<file path="src/rtl/uart_rx.sv">
// UART receiver: 8 data bits, no parity, 1 stop bit, LSB first.
// The rx line is double-synchronised and every bit is sampled at mid-bit.
module uart_rx #(
    parameter int CLOCK_SCALE_BITS = 16
) (
    input  logic                        clk,
    input  logic                        rst,
    input  logic [CLOCK_SCALE_BITS-1:0] cyclesPerBit,
    input  logic                        rx,
    output logic                        busy,
    output logic [7:0]                  dataOut,
    output logic                        dataAvailable,
    input  logic                        dataRead,
    output logic                        overrunError,
    output logic                        framingError
);

    // state | meaning
    // IDLE  | waiting for a falling edge on the synchronised line
    // START | counting to mid start bit to reject glitches
    // DATA  | sampling 8 data bits at mid-bit
    // STOP  | sampling the stop bit, then publishing or discarding the byte
    typedef enum logic [1:0] {IDLE, START, DATA, STOP} state_e;

    localparam logic [CLOCK_SCALE_BITS-1:0] ONE = CLOCK_SCALE_BITS'(1);

    state_e                      state_q, state_d;
    logic [CLOCK_SCALE_BITS-1:0] delay_q, delay_d;
    logic [2:0]                  bit_q, bit_d;
    logic [7:0]                  shift_q, shift_d;
    logic [7:0]                  data_q, data_d;
    logic                        avail_q, avail_d;
    logic                        overrun_q, overrun_d;
    logic                        ferr_q, ferr_d;
    logic                        sync1_q, rx_sync_q, rx_prev_q;

    logic [CLOCK_SCALE_BITS-1:0] half_bit;
    logic [CLOCK_SCALE_BITS-1:0] delay_inc;

    assign half_bit  = cyclesPerBit >> 1;
    assign delay_inc = delay_q + ONE;

    always_ff @(posedge clk or posedge rst) begin
        if (rst) begin
            sync1_q   <= 1'b1;
            rx_sync_q <= 1'b1;
            rx_prev_q <= 1'b1;
        end else begin
            sync1_q   <= rx;
            rx_sync_q <= sync1_q;
            rx_prev_q <= rx_sync_q;
        end
    end

    always_ff @(posedge clk or posedge rst) begin
        if (rst) begin
            state_q   <= IDLE;
            delay_q   <= '0;
            bit_q     <= '0;
            shift_q   <= '0;
            data_q    <= '0;
            avail_q   <= 1'b0;
            overrun_q <= 1'b0;
            ferr_q    <= 1'b0;
        end else begin
            state_q   <= state_d;
            delay_q   <= delay_d;
            bit_q     <= bit_d;
            shift_q   <= shift_d;
            data_q    <= data_d;
            avail_q   <= avail_d;
            overrun_q <= overrun_d;
            ferr_q    <= ferr_d;
        end
    end

    always_comb begin
        state_d   = state_q;
        delay_d   = delay_q;
        bit_d     = bit_q;
        shift_d   = shift_q;
        data_d    = data_q;
        avail_d   = avail_q;
        overrun_d = overrun_q;
        ferr_d    = 1'b0;

        if (dataRead && avail_q) begin
            avail_d   = 1'b0;
            overrun_d = 1'b0;
        end

        case (state_q)
            IDLE: begin
                delay_d = '0;
                bit_d   = '0;
                if (rx_prev_q && !rx_sync_q) begin
                    state_d = START;
                end
            end
            START: begin
                delay_d = delay_inc;
                if (delay_inc == half_bit) begin
                    delay_d = '0;
                    state_d = rx_sync_q ? IDLE : DATA;
                end
            end
            DATA: begin
                delay_d = delay_inc;
                if (delay_inc == cyclesPerBit) begin
                    delay_d        = '0;
                    shift_d[bit_q] = rx_sync_q;
                    bit_d          = bit_q + 3'd1;
                    if (bit_q == 3'd7) begin
                        state_d = STOP;
                    end
                end
            end
            STOP: begin
                delay_d = delay_inc;
                if (delay_inc == cyclesPerBit) begin
                    delay_d = '0;
                    state_d = IDLE;
                    if (rx_sync_q) begin
                        data_d  = shift_q;
                        avail_d = 1'b1;
                        // A read landing on the completion cycle consumes the old byte, so no overrun.
                        if (avail_q && !dataRead) begin
                            overrun_d = 1'b1;
                        end
                    end else begin
                        ferr_d = 1'b1;
                    end
                end
            end
            default: state_d = IDLE;
        endcase
    end

    assign busy          = (state_q != IDLE);
    assign dataOut       = data_q;
    assign dataAvailable = avail_q;
    assign overrunError  = overrun_q;
    assign framingError  = ferr_q;

endmodule

</file>
<file path="config.mk">
export PLATFORM = sky130hd
export DESIGN_NAME = uart_rx
export DESIGN_NICKNAME = d
export VERILOG_FILES = /design/src/rtl/uart_rx.sv
export SDC_FILE = /design/constraint.sdc
export NUM_CORES = 1
export LEC_CHECK = 0
export ABC_AREA = 1
export ABC_CLOCK_PERIOD_IN_PS = 2600
export BUFFER_PORTS_ARGS = -buffer_cell sky130_fd_sc_hd__buf_2
export CAP_MARGIN = 20
export CORE_AREA = 2 2 90 92
export CTS_BUF_LIST = sky130_fd_sc_hd__clkbuf_8
export DETAILED_ROUTE_END_ITERATION = 10
export DIE_AREA = 0 0 92 94
export PLACE_DENSITY = 0.65
export SLEW_MARGIN = 10
export SYNTH_ARGS = -nofsm -noshare
export SYNTH_HDL_FRONTEND = slang
export SYNTH_SLANG_ARGS = --single-unit
</file>
<file path="constraint.sdc">
create_clock -name clk -period 2.6 [get_ports clk]
set_input_delay 0.39 -clock clk [delete_from_list [all_inputs] [get_ports clk]]
set_output_delay 0.39 -clock clk [all_outputs]
set_load 0.02 [all_outputs]
</file>
After elaboration in Yosys (flattened, before gate mapping) --
Cells that the tools add are included.
Cells by class: reductions and logical operators 14, multipliers 0, magnitude comparators 2, mux-type cells 27, add/subtract/negate cells 2, equal/unequal tests 11, shift operators 0, div/mod/pow operators 0, bitwise gates (word level) 0
Operator list (number):
- $pmux W16 S3 | 1
- $mux W16 | 2
- $add A16 B1 Y16 const B | 1
- $eq A16 B15 Y1 | 1
- $eq A16 B16 Y1 | 1
- $mux W1 | 13
- $mux W2 | 6
- $ne A2 B2 Y1 const B | 5
- $bwmux W8 | 1
- $pmux W2 S4 | 1
- $pmux W3 S2 | 1
- $reduce_and A5 Y1 | 1
- $eq A2 B2 Y1 const B | 2
- $logic_and A1 B1 Y1 | 4
- $lt A3 B4 Y1 const B | 1
- $reduce_and A2 Y1 | 2
- $reduce_bool A2 Y1 | 2
- $add A3 B1 Y3 const B | 1
- $demux W1 S3 | 1
- $eq A3 B3 Y1 const B | 1
- $ge A3 B1 Y1 const B | 1
- $mux W3 | 1
- $reduce_and A3 Y1 | 1
- $eq A2 B1 Y1 const B | 1
- 3 further kinds | 4
Word-level totals: bits in registers 43, memory bits (writable) 0, input port bits 20, memories 0, word-level logic and storage cells 67, output and inout bits 12, memory bits (read-only) 0, latch bits 0

Depth between registers and ports, before layout --
Gate-level depths: netlist of run 1.
depth in word-level cells 6, depth in mapped cells 17, gate-level depth less buffers 17

Least setup slack after synthesis of run 1 --
Ideal clock, no wire load.
kind register -> register, start register delay_q[0], end register shift_q[0], cell stages (with the launch flop) 18, path slack 0.478 ns, clock period less this slack 2.122 ns, path buffers 1, setup time 0.118 ns, data arrival time 2.004 ns, cell sequence dfrtp_1 > ha_1 > nand2_2 > nor2_4 > nand2_1 > nand2_1 > inv_1 > nand2_1 > nand2_1 > nor2_1 > nand2_1 > nor2_2 > nand3_2 > nor2_4 > buf_6 > nand3_2 > nand2_1 > nand2_1
On the way: longest elaborated chain between the ends 3
RTL lines:
- start: declaration | line 28 | logic [CLOCK_SCALE_BITS-1:0] delay_q, delay_d;
- start signal: assignment | line 67 | delay_q <= delay_d;
- $add A16 B1 Y16 | line 41 | assign delay_inc = delay_q + ONE;
- $eq A16 B16 Y1 | line 109 | if (delay_inc == cyclesPerBit) begin
- $reduce_and A2 Y1 (no line)
- end signal: assignment | line 69 | shift_q <= shift_d;
- end: declaration | line 30 | logic [7:0] shift_q, shift_d;
No other way between the ends. A chain may end at the register's enable or synchronous reset.

Final worst setup path of run 1 --
start register delay_q[0], end register shift_q[5]
Same word-level chain as after synthesis.

==> results of run 1 <==
==> per-layer routing <==
metal / GRT usage [%] / wire length, um / part of all wire (%) / up-vias
met4: 4.229 / 79 / 1.1 / 0
li1: - / - / - / 1511
met3: 2.568 / 458 / 6.4 / 10
met5: 0 / 0 / 0 / -
met2: 28.37 / 3194 / 44 / 83
met1: 24.82 / 3455 / 48 / 1318
==> state kept, by name, indices dropped and copies added (netlist names), named ones only <==
name	flops
bit_q	3
dataAvailable	1
dataOut	8
delay_q	16
framingError	1
rx_prev_q	1
rx_sync_q	1
shift_q	8
state_q	1
sync1_q	1
==> final cells by class <==
class / count / area [um^2]
sequential: 43 / 1081
fill: 787 / 4220
clock buffer: 5 / 68.82
multi-input combinational: 339 / 1645
inverter: 57 / 216.5
timing repair buffer: 38 / 224.0
clock inverter: 3 / 23.77
tap: 102 / 127.6
==> cell usage in the layout, fill, tap and decap left out, types with 5 or more instances in the layout <==
cell type,n
nand3_2,5
clkbuf_8,5
buf_2,31
nand3_1,62
nor2_1,34
dfrtp_1,39
nor2_4,5
nand4_1,20
a21oi_1,11
nand2_2,7
nand2_1,163
buf_4,5
a21boi_0,5
nor2_2,5
inv_1,52
==> cells in the mapped netlist (3+ instances only) <==
cell type,number
a21oi_1,11
nor2_4,5
nand3_1,62
nor2_1,35
ha_1,3
nand3_2,5
nand4_1,20
dfrtp_1,40
a21boi_0,5
nand2_1,163
inv_1,53
nor2_2,4
nand2_2,7
inv_2,3
dfstp_2,3
xor2_1,3
o21ai_0,3
==> what timing repair did <==
action                                 in CTS  in global routing
endpoints found under the hold margin       0                  0
setup endpoints to repair                   0                 37
gates resized for setup                     0                  4
setup buffers                               0                  2
==> per-stage QoR <==
stage,total power [mW],hold slack (ns)
after CTS,1.782,0.04116
after floorplan,1.187,0.3452
after global placement,1.309,0.3455
after detailed placement,1.316,0.3469
after global routing,1.905,0.05089
final,1.759,0.03537
==> cells by family (layout without fill, tap and decap cells) <==
kind of cell               count (synthesis)  in the layout
AOI/OAI and AO/OA                         25             25
and+or+nand+nor                          308            308
adders and majority gates                  3              3
DFF                                       43             43
xor gates and xnor gates                   3              3
buffers and inverters                     62            103
==> worst max-delay path: stages, from the launching register on <==
cell and delay [ns]:
dfrtp_2 0.42, ha_1 0.22, nand2_2 0.11, nor2_4 0.23, nand2_1 0.07, nand2_1 0.12, inv_1 0.07, nand2_1 0.07
nand2_1 0.07, nor2_1 0.10, nand2_1 0.07, nor2_2 0.12, nand3_2 0.12, nor2_4 0.14, buf_12 0.14, nand3_1 0.07
nand2_1 0.07, nand2_1 0.04
==> final timing paths <==
path | from | endpoint | slack (ns) | cells after the start
setup / recovery | delay_q[0]$_DFF_PP0_ | shift_q[5]$_DFFE_PP0P_ | 0.23 | 17
hold / removal | rst | delay_q[8]$_DFF_PP0_ | 0.04 | 2
setup reg to reg | delay_q[0]$_DFF_PP0_ | shift_q[5]$_DFFE_PP0P_ | 0.23 | 17
hold reg to reg | sync1_q$_DFF_PP1_ | rx_sync_q$_DFF_PP1_ | 0.36 | 0
max in group asynchronous | rst | rx_sync_q$_DFF_PP1_ | 1.95 | 3
min in group clk | rx | sync1_q$_DFF_PP1_ | 0.18 | 1
==> power by group through the flow <==
stage / logic (mW) / registers [mW] / clock network [mW]
6_report: 0.528 / 0.781 / 0.450
2_1_floorplan: 0.414 / 0.773 / 0
4_1_cts: 0.524 / 0.782 / 0.476
3_5_place_dp: 0.523 / 0.794 / 0
3_3_place_gp: 0.515 / 0.794 / 0
5_1_grt: 0.606 / 0.789 / 0.509
==> results.sh, run 1 <==
export IMPL_status="finished, final reports clean"
export IMPL_area_growth_pct=13.79
export IMPL_drv_cap=0
export IMPL_drt_iter0_markers=177
export IMPL_drt_pass1_iter_count=4
export IMPL_num_vias=2922
export IMPL_dieArea_um2=8648
export IMPL_grt_first_pass_wirelength_um=12210
export IMPL_finalSetupViolCount=0
export IMPL_clkTransAtPathRegs_ns=0.09
export IMPL_dp_cells=577
export IMPL_ir_drop_mv=0.1765
export IMPL_die_x_um=92
export IMPL_dpl_cell_area_um2=3257
export IMPL_internal_power_mw=1.083
export IMPL_start_util_pct=39.13
export IMPL_clockBufferDepth=2
export IMPL_gp_congestion=0.8973
export IMPL_period_share_pct=91.20
export IMPL_dp_hpwl_um=5592
export IMPL_placeableCoreArea_um2=7607
export IMPL_setup_ws_ns=0.2287
export IMPL_final_layout_size_suffix_gt1_share_pct=16.91
export IMPL_relSlewSlack_pct=67.55
export IMPL_post_route_util_pct=44.52
export IMPL_seq_area_frac_synth_pct=36.28
export IMPL_hold_viol_final=0
export IMPL_ys_ff_latch=43
export IMPL_worst_slew_pin_slew_ns=0.4838
export IMPL_switching_share_pct=38.43
export IMPL_hold_class="in2async"
export IMPL_grt_pass1_vias=2650
export IMPL_synth_compound_area_share_pct=5.296
export IMPL_synthArstFlopShare_pct=100.0
export IMPL_synth_top_family_by_area="simple AND/OR/NAND/NOR gates"
export IMPL_avgSynthCellArea_um2=6.704
export IMPL_worstSetupEndpointType="flip-flop"
export IMPL_cts_max_level=2
export IMPL_routed_wl_um=7188
export IMPL_ys_top_cells_by_area="dfrtp_1 (34%), nand2_1 (21%), nand3_1 (10%)"
export IMPL_leakagePower_nw=1.804
export IMPL_clk_latency_ns=0.30
export IMPL_synth_adder_area_share_pct=1.261
export IMPL_cts_tree="built"
export IMPL_synth_edf_count=0
export IMPL_p_clk_share_pct=25.6
export IMPL_synth_xor_area_share_pct=0.8827
export IMPL_place_ws_ns=0.1459
export IMPL_wl_per_cell_um=12.25
export IMPL_path_class="reg2reg"
export IMPL_remaining_drc_errors=0
export IMPL_pwr_density_cell_nw_per_um2=519.4
export IMPL_tns_ns=0
export IMPL_cp_start_kind="flip-flop"
export IMPL_ios=32
export IMPL_cts_buffers=5
export IMPL_nets=507
export IMPL_power_frac_comb_pct=30.0
export IMPL_synth_warnings=0
export IMPL_synth_top_cell_area_share_pct=33.63
export IMPL_worst_path_max_fanout=16
export IMPL_io_buffers=31
export IMPL_synth_flop_cell="dfrtp_1"
export IMPL_die_h_um=94
export IMPL_grt_use_total_pct=17.54
export IMPL_holdBufCountCts=0
export IMPL_antenna_found_initial=0
export IMPL_clock_sinks=43
export IMPL_synthSimpleGateAreaFrac_pct=47.75
export IMPL_yosys_area_top_type="dfrtp_1"
export IMPL_rows=32
export IMPL_drv_slew=0
export IMPL_synthDistinctLibCells=33
export IMPL_final_cells=587
export IMPL_cp_data_required_time_ns=2.79
export IMPL_synth_cells=444
export IMPL_fin_skew_ns=0.007748
export IMPL_fin_area_um2=3387
export IMPL_crit_arrival_ns=2.56
export IMPL_max_freq_mhz=421.7
export IMPL_overflow=0
export IMPL_syn_nets=467
export IMPL_cts_root_buf="clkbuf_8"
export IMPL_antenna_cells=0
export IMPL_antenna_left=0
export IMPL_viasPerCell=4.978
export IMPL_power_frac_seq_pct=44.4
export IMPL_post_route_min_period_ns=2.371
export IMPL_p_switching_mw=0.6760
export IMPL_grt_max_degree=18
export IMPL_synth_area_um2=2977
export IMPL_synthMuxAreaShare_pct=0
(Power assumes the default switching activity.)
==> run 2, diff against run 1 <==
--- a/config.mk
+++ b/config.mk
@@ -9,11 +9,11 @@
 export ABC_CLOCK_PERIOD_IN_PS = 2600
 export BUFFER_PORTS_ARGS = -buffer_cell sky130_fd_sc_hd__buf_2
 export CAP_MARGIN = 20
-export CORE_AREA = 2 2 90 92
+export CORE_AREA = 2 2 85 87
 export CTS_BUF_LIST = sky130_fd_sc_hd__clkbuf_8
 export DETAILED_ROUTE_END_ITERATION = 10
-export DIE_AREA = 0 0 92 94
-export PLACE_DENSITY = 0.65
+export DIE_AREA = 0 0 87 89
+export PLACE_DENSITY = 0.7
 export SLEW_MARGIN = 10
 export SYNTH_ARGS = -nofsm -noshare
 export SYNTH_HDL_FRONTEND = slang
==> run 2 against run 1 <==
  * Non-clock buffer count rose by 2
  * Clock skew rose by 0.00085 ns
  * Total power up 1.2%
  * Via count rose by 2.8%
  * Critical path depth decreased by 2
  * Cell count shrank 3.4%
  * Register-to-register slack got worse by 0.06 ns
  * Fmax decreased by 2.4%
  * Sequential power up 0.5%
  * Final area is 0.26% lower
  * Die area shrank 10%
  * Critical path type unchanged
==> results.sh, run 2 (synthesis results as in run 1) <==
export IMPL_status="finished, final reports clean"
export IMPL_dp_cells=554
export IMPL_fin_skew_ns=0.008598
export IMPL_clockBufferDepth=2
export IMPL_cts_tree="built"
export IMPL_n_fill_cell=668
export IMPL_path_class="reg2reg"
export IMPL_final_layout_size_suffix_gt1_share_pct=17.66
export IMPL_grt_first_pass_wirelength_um=12270
export IMPL_placeableCoreArea_um2=6719
export IMPL_cpMostUsedCell="nand2_1"
export IMPL_dieArea_um2=7743
export IMPL_period_share_pct=93.42
export IMPL_place_ws_ns=0.1791
export IMPL_start_util_pct=44.30
export IMPL_clk_latency_ns=0.30
export IMPL_antenna_left=0
export IMPL_cts_root_buf="clkbuf_8"
export IMPL_antenna_cells=0
export IMPL_post_route_util_pct=50.28
export IMPL_relSlewSlack_pct=46.96
export IMPL_worstSetupEndpointType="flip-flop"
export IMPL_hold_viol_final=0
export IMPL_viasPerCell=5.298
export IMPL_grt_pass1_vias=2777
export IMPL_leakagePower_nw=1.819
export IMPL_cts_buffers=5
export IMPL_io_buffers=31
export IMPL_critPathMaxStageDelay_ns=0.45
export IMPL_drv_slew=0
export IMPL_grt_use_total_pct=19.75
export IMPL_gp_congestion=0.9621
export IMPL_post_route_min_period_ns=2.429
export IMPL_antenna_found_initial=0
export IMPL_max_freq_mhz=411.7
export IMPL_ir_drop_mv=0.2422
export IMPL_regMostFlops="delay_q"
export IMPL_dp_hpwl_um=5615
export IMPL_nets=509
export IMPL_finalSetupViolCount=0
export IMPL_drt_pass1_iter_count=4
export IMPL_drv_cap=0
export IMPL_hold_class="in2async"
export IMPL_drt_iter0_markers=122
export IMPL_area_growth_pct=13.49
export IMPL_clock_sinks=43
export IMPL_ios=32
export IMPL_num_vias=3004
export IMPL_die_h_um=89
export IMPL_cts_max_level=2
export IMPL_tns_ns=0
export IMPL_crit_chain="ha_2 > nand2_2 > nor2_4 > nand4_1 > nand2_1 > nand2_1 > nand2_2 > nand2_1 > nor2_2 > nand3_2 > nor2_4 > buf_4 > nand3_1 > nand2_1 > nand2_1"
export IMPL_clkTransAtPathRegs_ns=0.10
export IMPL_timing_hold_ws_ns=0.1196
export IMPL_die_x_um=87
export IMPL_wl_per_cell_um=13.00
export IMPL_routed_wl_um=7371
export IMPL_overflow=0
export IMPL_remaining_drc_errors=0
export IMPL_crit_arrival_ns=2.62
export IMPL_grt_max_degree=24
export IMPL_rows=30
export IMPL_setup_ws_ns=0.1712
export IMPL_worst_path_max_fanout=8
export IMPL_worst_slew_pin_slew_ns=0.7907
export IMPL_final_cells=567
export IMPL_pwr_density_cell_nw_per_um2=527.1
export IMPL_cp_data_required_time_ns=2.79
export IMPL_largest_reg_flops=16
export IMPL_cp_start_kind="flip-flop"
export IMPL_mostFrequentLayoutCell="nand2_1"
export IMPL_final_cell_mix="nand2_1 (162), nand3_1 (62), inv_1 (52)"
export IMPL_critPathSlowestCell="dfrtp_2"
## run 2: final timing paths
check / cells past startpoint / start / slack [ns] / endpoint
worst min-delay path: 2 / rst / 0.12 / delay_q[4]$_DFF_PP0_
min in group clk: 1 / rx / 0.18 / sync1_q$_DFF_PP1_
worst max register to register: 15 / delay_q[0]$_DFF_PP0_ / 0.17 / shift_q[3]$_DFFE_PP0P_
max in group asynchronous: 3 / rst / 1.88 / bit_q[2]$_DFFE_PP0P_
worst min register to register: 0 / sync1_q$_DFF_PP1_ / 0.36 / rx_sync_q$_DFF_PP1_
worst max-delay path: 15 / delay_q[0]$_DFF_PP0_ / 0.17 / shift_q[3]$_DFFE_PP0P_
## run 2: cell type report
| type | count | area (um^2) | share of cell area, % |
|---|---|---|---|
| multi-input combinational | 339 | 1650 | 48.85 |
| timing repair buffer | 40 | 239.0 | 7.074 |
| sequential | 43 | 1081 | 32.00 |
| clock inverter | 3 | 25.02 | 0.7407 |
| tap | 80 | 100.1 | 2.963 |
| inverter | 57 | 214.0 | 6.333 |
| clock buffer | 5 | 68.82 | 2.037 |
## run 2: through the flow
stage | cell area [um^2] | power (mW)
floorplan | 2977 | 1.187
CTS | 3328 | 1.775
global placement | 3234 | 1.311
detailed placement | 3234 | 1.319
global route | 3378 | 1.907
finish | 3378 | 1.781
## run 2: report_power, final
group	switching (mW)	leakage [nW]	internal, mW
combinational	0.363	1.21	0.176
sequential	0.0662	0.560	0.719
clock	0.264	0.0443	0.193
total	0.693	1.82	1.09
## run 2: timing repair
item / in CTS / in global routing
buffers inserted: 0 / 5
resized for setup: 0 / 5
hold buffers: 0 / 0
setup endpoints to repair: 0 / 37
## run 2: layer usage
layer / GRT usage, % / wire length (um) / vias up / part of all wire (%)
met3: 3.232 / 419 / 15 / 5.7
li1: - / - / 1521 / -
met2: 32.69 / 3405 / 84 / 46
met1: 26.27 / 3395 / 1384 / 46
met5: 0 / 0 / - / 0
met4: 6.960 / 151 / 0 / 2.0
## run 2: critical path: cells and delay by family, from the launching register on
kind	cells	cell delay, ns
simple gates	13	1.48
flops	1	0.45
buf+inv	1	0.15
fa+ha+maj	1	0.22
